--- config.mk ---
export PLATFORM = sky130hd
export DESIGN_NAME = morse_encoder_gen_flat
export DESIGN_NICKNAME = d
export VERILOG_FILES = /design/src/rtl/morse_encoder_gen_if.sv /design/src/rtl/morse_encoder_gen.sv /design/src/flat_wrapper.sv
export SDC_FILE = /design/constraint.sdc
export NUM_CORES = 1
export LEC_CHECK = 0
export CAP_MARGIN = 20
export CORE_AREA = 2 2 142 144
export DETAILED_ROUTE_END_ITERATION = 10
export DIE_AREA = 0 0 144 146
export PLACE_DENSITY = 0.75
export SLEW_MARGIN = 20
export SYNTH_ARGS = -nofsm -noshare
export SYNTH_HDL_FRONTEND = slang
export SYNTH_SLANG_ARGS = --single-unit
--- constraint.sdc ---
create_clock -name ClockIn -period 19.03 [get_ports ClockIn]
set_input_delay 2.8545 -clock ClockIn [delete_from_list [all_inputs] [get_ports ClockIn]]
set_output_delay 2.8545 -clock ClockIn [all_outputs]
set_load 0.05 [all_outputs]
--- src/rtl/morse_encoder_gen_if.sv ---
// Control and waveform bundle for morse_encoder_gen.
//   master: drives Start/Stop/Repeat/Letter, observes the waveform and status.
//   slave : the encoder side.
// Signals:
//   Start, Stop, Repeat  request / abort / continuous-resend controls
//   Letter[5:0]          0-25 = A-Z, 26-35 = digits 0-9, 36-63 invalid
//   DotDashOut           Morse waveform (1 = tone on)
//   NewBitOut            pulse in the first cycle of every emitted unit
//   Busy, Done, Error    status / end-of-transmission / bad-symbol pulses
interface morse_encoder_gen_if;
  logic       Start;
  logic       Stop;
  logic       Repeat;
  logic [5:0] Letter;
  logic       DotDashOut;
  logic       NewBitOut;
  logic       Busy;
  logic       Done;
  logic       Error;

  modport master (
    output Start, Stop, Repeat, Letter,
    input  DotDashOut, NewBitOut, Busy, Done, Error
  );

  modport slave (
    input  Start, Stop, Repeat, Letter,
    output DotDashOut, NewBitOut, Busy, Done, Error
  );
endinterface

--- src/rtl/morse_encoder_gen.sv ---
// Parametrised Morse encoder for A-Z and 0-9.
// Each symbol is stored as an MSB-first on/off unit pattern plus its length.
// The pattern is shifted out one unit per TICKS_PER_UNIT cycles; an optional
// repeat mode inserts GAP_UNITS off-units and resends the latched symbol.
// Ports:
//   ClockIn  clock, all state changes on the rising edge
//   Reset    asynchronous active-low reset
//   bus      morse_encoder_gen_if.slave (controls in, waveform/status out)
module morse_encoder_gen #(
  parameter int TICKS_PER_UNIT = 4,
  parameter int MAX_BITS       = 20,
  parameter int GAP_UNITS      = 3
) (
  input  logic                  ClockIn,
  input  logic                  Reset,
  morse_encoder_gen_if.slave    bus
);

  localparam int TW = $clog2(TICKS_PER_UNIT) + 1;
  localparam logic [TW-1:0] TICK_LAST = TW'(TICKS_PER_UNIT - 1);
  localparam logic [4:0]    GAP_LAST  = 5'(GAP_UNITS - 1);

  localparam logic [1:0] IDLE = 2'd0;
  localparam logic [1:0] SEND = 2'd1;
  localparam logic [1:0] GAP  = 2'd2;

  // Symbol ROM. Each entry is described by its element list (n elements,
  // element n-1 first, 1 = dash) and expanded into the unit pattern:
  // dot = 1, dash = 111, a single 0 between elements, left-aligned.
  // The loop is constant-bounded, so this collapses to a lookup table.
  function automatic logic [MAX_BITS+4:0] rom(input logic [5:0] sym);
    logic [2:0]          n;
    logic [4:0]          e;
    logic [MAX_BITS-1:0] p;
    int                  len;
    n = 3'd0;
    e = 5'd0;
    case (sym)
      6'd0:  {n, e} = {3'd2, 5'b00001}; // A .-
      6'd1:  {n, e} = {3'd4, 5'b01000}; // B -...
      6'd2:  {n, e} = {3'd4, 5'b01010}; // C -.-.
      6'd3:  {n, e} = {3'd3, 5'b00100}; // D -..
      6'd4:  {n, e} = {3'd1, 5'b00000}; // E .
      6'd5:  {n, e} = {3'd4, 5'b00010}; // F ..-.
      6'd6:  {n, e} = {3'd3, 5'b00110}; // G --.
      6'd7:  {n, e} = {3'd4, 5'b00000}; // H ....
      6'd8:  {n, e} = {3'd2, 5'b00000}; // I ..
      6'd9:  {n, e} = {3'd4, 5'b00111}; // J .---
      6'd10: {n, e} = {3'd3, 5'b00101}; // K -.-
      6'd11: {n, e} = {3'd4, 5'b00100}; // L .-..
      6'd12: {n, e} = {3'd2, 5'b00011}; // M --
      6'd13: {n, e} = {3'd2, 5'b00010}; // N -.
      6'd14: {n, e} = {3'd3, 5'b00111}; // O ---
      6'd15: {n, e} = {3'd4, 5'b00110}; // P .--.
      6'd16: {n, e} = {3'd4, 5'b01101}; // Q --.-
      6'd17: {n, e} = {3'd3, 5'b00010}; // R .-.
      6'd18: {n, e} = {3'd3, 5'b00000}; // S ...
      6'd19: {n, e} = {3'd1, 5'b00001}; // T -
      6'd20: {n, e} = {3'd3, 5'b00001}; // U ..-
      6'd21: {n, e} = {3'd4, 5'b00001}; // V ...-
      6'd22: {n, e} = {3'd3, 5'b00011}; // W .--
      6'd23: {n, e} = {3'd4, 5'b01001}; // X -..-
      6'd24: {n, e} = {3'd4, 5'b01011}; // Y -.--
      6'd25: {n, e} = {3'd4, 5'b01100}; // Z --..
      6'd26: {n, e} = {3'd5, 5'b11111}; // 0 -----
      6'd27: {n, e} = {3'd5, 5'b01111}; // 1 .----
      6'd28: {n, e} = {3'd5, 5'b00111}; // 2 ..---
      6'd29: {n, e} = {3'd5, 5'b00011}; // 3 ...--
      6'd30: {n, e} = {3'd5, 5'b00001}; // 4 ....-
      6'd31: {n, e} = {3'd5, 5'b00000}; // 5 .....
      6'd32: {n, e} = {3'd5, 5'b10000}; // 6 -....
      6'd33: {n, e} = {3'd5, 5'b11000}; // 7 --...
      6'd34: {n, e} = {3'd5, 5'b11100}; // 8 ---..
      6'd35: {n, e} = {3'd5, 5'b11110}; // 9 ----.
      default: {n, e} = {3'd0, 5'b00000};
    endcase
    p   = '0;
    len = 0;
    for (int i = 4; i >= 0; i--) begin
      if (i < int'(n)) begin
        if (len != 0) begin
          p   = p << 1;
          len = len + 1;
        end
        if (e[i]) begin
          p   = (p << 3) | MAX_BITS'(7);
          len = len + 3;
        end else begin
          p   = (p << 1) | MAX_BITS'(1);
          len = len + 1;
        end
      end
    end
    p = p << (MAX_BITS - len);
    return {5'(len), p};
  endfunction

  logic [1:0]          state;
  logic [MAX_BITS-1:0] pat;   // current unit sits at the MSB
  logic [4:0]          len;
  logic [4:0]          unit;  // unit index in SEND, gap-unit index in GAP
  logic [TW-1:0]       tick;
  logic [5:0]          sym;   // latched symbol, used to reload on repeat

  logic [MAX_BITS+4:0] rom_new;
  logic [MAX_BITS+4:0] rom_old;

  always_comb begin
    rom_new = rom(bus.Letter);
    rom_old = rom(sym);
  end

  // Gating by state makes Stop and Reset silence the output immediately,
  // regardless of what is left in the pattern register.
  assign bus.DotDashOut = (state == SEND) & pat[MAX_BITS-1];
  assign bus.Busy       = (state != IDLE);

  always_ff @(posedge ClockIn or negedge Reset) begin
    if (!Reset) begin
      state         <= IDLE;
      pat           <= '0;
      len           <= '0;
      unit          <= '0;
      tick          <= '0;
      sym           <= '0;
      bus.NewBitOut <= 1'b0;
      bus.Done      <= 1'b0;
      bus.Error     <= 1'b0;
    end else begin
      bus.NewBitOut <= 1'b0;
      bus.Done      <= 1'b0;
      bus.Error     <= 1'b0;
      case (state)
        IDLE: begin
          // Stop has priority: with Stop high nothing starts and no Error.
          if (bus.Start && !bus.Stop) begin
            if (bus.Letter < 6'd36) begin
              state         <= SEND;
              sym           <= bus.Letter;
              pat           <= rom_new[MAX_BITS-1:0];
              len           <= rom_new[MAX_BITS+4:MAX_BITS];
              unit          <= '0;
              tick          <= '0;
              bus.NewBitOut <= 1'b1;
            end else begin
              bus.Error <= 1'b1;
            end
          end
        end
        SEND: begin
          if (bus.Stop) begin
            state <= IDLE;
          end else if (tick != TICK_LAST) begin
            tick <= tick + 1'b1;
          end else begin
            tick <= '0;
            if (unit == len - 5'd1) begin
              unit <= '0;
              if (bus.Repeat) begin
                state         <= GAP;
                bus.NewBitOut <= 1'b1;
              end else begin
                state    <= IDLE;
                bus.Done <= 1'b1;
              end
            end else begin
              unit          <= unit + 5'd1;
              pat           <= pat << 1;
              bus.NewBitOut <= 1'b1;
            end
          end
        end
        GAP: begin
          if (bus.Stop) begin
            state <= IDLE;
          end else if (tick != TICK_LAST) begin
            tick <= tick + 1'b1;
          end else begin
            tick          <= '0;
            bus.NewBitOut <= 1'b1;
            if (unit == GAP_LAST) begin
              // Repeat was already committed at the end of SEND.
              state <= SEND;
              unit  <= '0;
              pat   <= rom_old[MAX_BITS-1:0];
              len   <= rom_old[MAX_BITS+4:MAX_BITS];
            end else begin
              unit <= unit + 5'd1;
            end
          end
        end
        default: state <= IDLE;
      endcase
    end
  end

endmodule

--- src/flat_wrapper.sv ---
// flat-port wrapper written by rule: the top's interface ports become plain ports
module morse_encoder_gen_flat 
#(
  parameter int TICKS_PER_UNIT = 4,
  parameter int MAX_BITS       = 20,
  parameter int GAP_UNITS      = 3
)
  (ClockIn, Reset, bus_Start, bus_Stop, bus_Repeat, bus_Letter, bus_DotDashOut, bus_NewBitOut, bus_Busy, bus_Done, bus_Error);
  morse_encoder_gen_if bus_i ();
  input  logic ClockIn;
  input  logic Reset;
  input wire logic [$bits(bus_i.Start)-1:0] bus_Start;
  input wire logic [$bits(bus_i.Stop)-1:0] bus_Stop;
  input wire logic [$bits(bus_i.Repeat)-1:0] bus_Repeat;
  input wire logic [$bits(bus_i.Letter)-1:0] bus_Letter;
  output wire logic [$bits(bus_i.DotDashOut)-1:0] bus_DotDashOut;
  output wire logic [$bits(bus_i.NewBitOut)-1:0] bus_NewBitOut;
  output wire logic [$bits(bus_i.Busy)-1:0] bus_Busy;
  output wire logic [$bits(bus_i.Done)-1:0] bus_Done;
  output wire logic [$bits(bus_i.Error)-1:0] bus_Error;
  assign bus_i.Start = bus_Start;
  assign bus_i.Stop = bus_Stop;
  assign bus_i.Repeat = bus_Repeat;
  assign bus_i.Letter = bus_Letter;
  assign bus_DotDashOut = bus_i.DotDashOut;
  assign bus_NewBitOut = bus_i.NewBitOut;
  assign bus_Busy = bus_i.Busy;
  assign bus_Done = bus_i.Done;
  assign bus_Error = bus_i.Error;
  morse_encoder_gen #(.TICKS_PER_UNIT(TICKS_PER_UNIT), .MAX_BITS(MAX_BITS), .GAP_UNITS(GAP_UNITS)) u_core (.ClockIn(ClockIn), .Reset(Reset), .bus(bus_i));
endmodule
==> metrics.txt, run 1 <==
H-tree Lvls 2; First-pass DRT Iterations 6; Placeable Area between 0.015 and 0.02 sq mm; Post-CTS Setup Bufs 0; WS Path Type in -> reg; DPL Wire Length 24200 microns; vias between 10000 and 15000; slowest CP cell clkdlybuf4s50_1; Worst Setup SP bus_Letter[3]; crit-path max cell delay 1050 ps; hold path depth 1; placed insts 1715; vias in the first global route 10500; Final period util between 70% and 80%; crit path max fanout 27; Avg Cell Area, Syn 6.99 sq um; CTS tree built; Worst Max-Slew Pin Slew 992 ps; Layout fillers around 1900; TritonCTS Buffers 5; first-pass GRT wire length 53100 microns; Min-Delay Path Class reg -> reg; WL per Instance 18.6 microns; Async S/R FF share, synth 100%; Area contributors post-synth dfrtp_1 (10%), nor2_1 (5.4%), ha_1 (5.2%); Min Clock Period, post-route roughly 14000 ps; total global routing overflow 0; CTS root buf clkbuf_16; Slew Limit Fails 0; Critical Path Source Type input port; Fin. Hold Viols 0; Levels on crit path 42; worst rel slew slack approximately a third; die area between 0.02 and 0.025 sq mm; Post-CTS Resized 0; Setup Skew 11.1 ps; r2r startpoint u_core.sym[0]$_DFFE_PN0P_; fin util around 57%; Fmax 0.0690 GHz; most common cell in the synthesized netlist nor2_1; pin count of the biggest net entering global routing 45; worst-skew pair later-pin latency 300 ps; share of layout cells above drive strength 1 8.02%; sequential fraction of the synthesis area between 10% and 20%; post-synth cell types 115; Nets 1520; hold_sp u_core.tick[2]$_DFFE_PN0P_; WP data required roughly 19000 ps; area leader, netlist dfrtp_1; reg2reg path depth 48; gr usage total between 20 and 30%; Gate Count Post-Synth around 1500; EDFF count, synth 0; Max Cap Viol 0; Bufs on Longest Clock Path 2; Hold WS 491 ps; Final Non-Filler Cells 1723; remaining antenna violation count 0; YS warnings 0; final setup vio count 0; # DRC 0; clk slew on worst S/H paths approximately 70 ps; initial core utilization 54.9%; Fin Setup TNS 0 ps; Synth top area share roughly a tenth; Total Wirelength 32100 microns; Worst Path Arrival 14700 ps; GPL Wtd Cong 0.939; area grow syn2layout 3.10%; I/O Pins 16; most frequent cells after synthesis nor2_1 (154), nand2_1 (136), a21oi_1 (105), o21ai_0 (79), nor3_1 (69); initial antenna violation count 0; vias per cell 6.90; Die Wd about 140 microns; Crit path max-delay family simple AND/OR/NAND/NOR gates; Chip Height 146 microns; Main synth FF type dfrtp_1; 1st-iter DRT viols 1549; number of antenna diodes 0; Setup crit end kind register; hold_buf cts 0; # clock sinks 44; mapped cell area 0.0106 sq mm; flip-flop and latch count after synthesis between 40 and 50; row count 51; Port Buf Inserts 15; Worst Path Buf+Inv 7; status completed; RSZ-0062 raised after global routing false
[state kept, by name, indices dropped and copies added (netlist names), 2 cells and up]
signal        flops
u_core.pat       20
u_core.len        5
u_core.state      2
u_core.tick       3
u_core.unit       5
u_core.sym        6
[cell families after synthesis]
| group | after synthesis | share of synthesized area, % |
|---|---|---|
| flip-flops | 44 | 10.4 |
| multiplexers | 69 | 6.97 |
| adder cells (fa/ha/maj) | 54 | 6.88 |
| other | 2 | 0.0707 |
| buffers and inverters | 159 | 6.36 |
| AO/OA/AOI/OAI | 540 | 37.0 |
| AND/OR/NAND/NOR | 613 | 29.2 |
| XOR/XNOR | 38 | 3.20 |
[per-stage QoR]
| stage | setup slack (ps) | cell area, sq um |
|---|---|---|
| after CTS | 4680 | 10900 |
| after global placement | 4870 | 10800 |
| after detailed placement | 4400 | 10800 |
| after floorplan | 6550 | 10600 |
| after global routing | 3590 | 11000 |
| final | 4530 | 11000 |
[layer usage]
layer	part of all wire, %	track usage, %	vias up	wire length [microns]
li1	-	-	5684	-
met2	44	45.3	578	14100
met5	0	0	-	0
met4	2.6	8.14	0	818
met3	7.7	3.85	66	2450
met1	46	44.3	5566	14700
[worst paths after layout]
check / endpoint / slack (ps)
worst max-delay path: u_core.pat[19]$_DFFE_PN0P_ / 4530
worst min-delay path: u_core.tick[2]$_DFFE_PN0P_ / 490
worst max register to register: u_core.pat[16]$_DFFE_PN0P_ / 4910
worst min register to register: u_core.tick[2]$_DFFE_PN0P_ / 490
max in group asynchronous: u_core.sym[0]$_DFFE_PN0P_ / 16070
min in group asynchronous: u_core.unit[0]$_DFFE_PN0P_ / 2540
[final cells by class]
| cell class | count | area, sq um | share of cell area, % |
|---|---|---|---|
| multi-input combinational | 1318 | 8860 | 80.9 |
| sequential | 44 | 1100 | 10.1 |
| tap | 265 | 332 | 3.03 |
| timing repair buffer | 32 | 275 | 2.51 |
| inverter | 56 | 213 | 1.94 |
| clock buffer | 5 | 125 | 1.14 |
| clock inverter | 3 | 46.3 | 0.423 |
[placed cells by master, fill, tap and decap left out, types with 27 or more instances in the layout]
cell type,synthesis,routed
nor2_1,154,154
ha_1,44,44
inv_1,49,49
xnor2_1,27,27
a21oi_1,105,105
o211ai_1,39,39
a31oi_1,33,33
mux2i_1,47,47
nand2_1,136,136
o21ai_0,79,79
nand3_1,62,62
dfrtp_1,44,44
nand2b_1,31,31
nor3_1,69,69
Power of run 1 is left out: the tool's default activity adds up to more than one toggle a clock period on the data nets, which glitch-free logic cannot reach.
==> inputs of run 2 (changes only) <==
- clock period: 19.03 -> 14.9 ns (I/O delays scaled with it)
==> run 2 against run 1 <==
  * Cell count is 0.46% higher
  * Design area is 0.65% higher
  * Clock skew is 5.1 ps lower
  * Via count is 0.92% higher
  * Setup slack worse by 3300 ps
  * Count of clock-buffer cells in the layout stayed put
  * Non-clock buffer count is 8 higher
  * Worst hold slack better by 4.8 ps
  * Critical path type is now reg -> reg
  * Largest cell class unchanged
  * Highest routed layer unchanged
==> metrics.txt, run 2 (synthesis gave the netlist of run 1 again) <==
setup ws final 1200 ps; Nets 1528; row count 51; Worst Path Arrival about 14000 ps; crit-path max cell delay 680 ps; hold_buf cts 0; 1st-iter DRT viols 1442; first-pass GRT wire length 54100 microns; CTS root buf clkbuf_16; flop2flop setup slack 1200 ps; Max Cap Viol 0; Hold WS 495 ps; remaining antenna violation count 0; H-tree Lvls 2; Worst Path Buf+Inv 8; CTS tree built; Hold EP u_core.tick[1]$_DFFE_PN0P_; number of antenna diodes 0; final instance area 0.0110 sq mm; initial antenna violation count 0; area grow syn2layout 3.77%; WP data required 15140 ps; RSZ-0062 raised after global routing false; Min-Delay Path Class reg -> reg; # DRC 0; Fin. Hold Viols 0; Regs by FF count u_core.pat: 20 flops, u_core.sym: 6 flops; Placeable Area between 0.015 and 0.02 sq mm; hold_sp u_core.tick[1]$_DFFE_PN0P_; Bufs on Longest Clock Path 2; status completed; DPL Wire Length 24500 microns; max reg flops 20; Fmax 0.0730 GHz; Die Wd 144 microns; Crit path max-delay family compound AO/OA/AOI/OAI gates; Setup Skew 5.99 ps; vias in the first global route 10500; worst-skew pair later-pin latency 300 ps; Critical Path Source Type register; clk slew on worst S/H paths 70 ps; Most Frequent Cell on Critical Path inv_1; most common cell after layout, fill and taps aside nor2_1; I/O Pins 16; Placement Setup Slack 822 ps; Setup crit end kind register; # clock sinks 44; total global routing overflow 0; vias between 10000 and 15000; Fin Setup TNS 0 ps; Slew Limit Fails 0; pin count of the biggest net entering global routing 45; crit path max fanout 12; TritonCTS Buffers 5; gr usage total a little under a third; die area around 0.021 sq mm; r2r startpoint u_core.sym[0]$_DFFE_PN0P_; WS Path Type reg -> reg; GPL Wtd Cong roughly 1.0; Worst Max-Slew Pin Slew just over 1000 ps; WL per Instance between 15 and 20 microns; Post-DP Area 0.0108 sq mm; Final period util about nine tenths; Chip Height about 150 microns; vias per cell 6.93; Most flops, register u_core.pat; final setup vio count 0; Min Clock Period, post-route about 14000 ps; Total Wirelength 32400 microns; slowest CP cell fa_1; initial core utilization around 55%; share of layout cells above drive strength 1 8.59%; most frequent cells in the layout nor2_1 (154), nand2_1 (136), a21oi_1 (105); RR Endpoint u_core.pat[16]$_DFFE_PN0P_; reg2reg path depth 48; hold path depth 2; First-pass DRT Iterations 6; worst rel slew slack 31.2%; Port Buf Inserts 15
-- run 2: changes by cell type in the layout (fill, tap and decap cells not counted), sizes merged --
cell	change
inv	-1
clkinvlp	-1
buf	+8
clkinv	+2
-- run 2: worst max path at each step --
stage	from	end	slack (ps)	cells past startpoint
after floorplan	bus_Letter[0]	u_core.pat[19]$_DFFE_PN0P_	3040	43
after global placement	bus_Letter[3]	u_core.pat[15]$_DFFE_PN0P_	1330	42
after detailed placement	bus_Letter[0]	u_core.pat[17]$_DFFE_PN0P_	820	43
after CTS	bus_Letter[0]	u_core.pat[17]$_DFFE_PN0P_	1150	43
after global routing	u_core.sym[0]$_DFFE_PN0P_	u_core.pat[16]$_DFFE_PN0P_	210	48
final	u_core.sym[0]$_DFFE_PN0P_	u_core.pat[16]$_DFFE_PN0P_	1200	48
-- run 2: metrics by stage --
stage / utilization [%] / instances
after CTS: 56.8 / 1727
after detailed placement: 55.9 / 1719
after global routing: 57.0 / 1731
after global placement: 55.9 / 1719
final: 57.0 / 1731
after floorplan: - / 1521
-- run 2: area by class of cell --
cell class	count	area [sq um]
multi-input cells	1318	8870
flip-flops and latches	44	1100
clock buffers	5	125
inverters	56	213
fillers	1866	8310
repair buffers	40	335
well taps	265	332
clock inverters	3	47.5
-- run 2: worst register-to-register path: cells and delay by family, from the launching register on --
family,cells,cell delay (ps)
AO/OA/AOI/OAI,15,4110
buffers and inverters,8,1300
AND/OR/NAND/NOR,14,3130
XOR/XNOR,1,330
flip-flops,1,510
multiplexers,2,640
adder cells (fa/ha/maj),8,3610
-- run 2: layer usage --
metal / GRT usage, % / share of wire, % / vias to the layer above
met5: 0 / 0 / -
met4: 7.21 / 2.2 / 0
met3: 2.80 / 7.9 / 66
met2: 46.2 / 45 / 605
met1: 45.7 / 45 / 5644
li1: - / - / 5689
-- run 2: what timing repair did --
| item | in CTS | in global routing |
|---|---|---|
| setup buffers | 0 | 4 |
| hold endpoints to repair | 0 | 0 |
| gates resized for setup | 0 | 2 |
| endpoints found under the setup margin | 0 | 6 |
Power of run 2 is left out for the same reason.
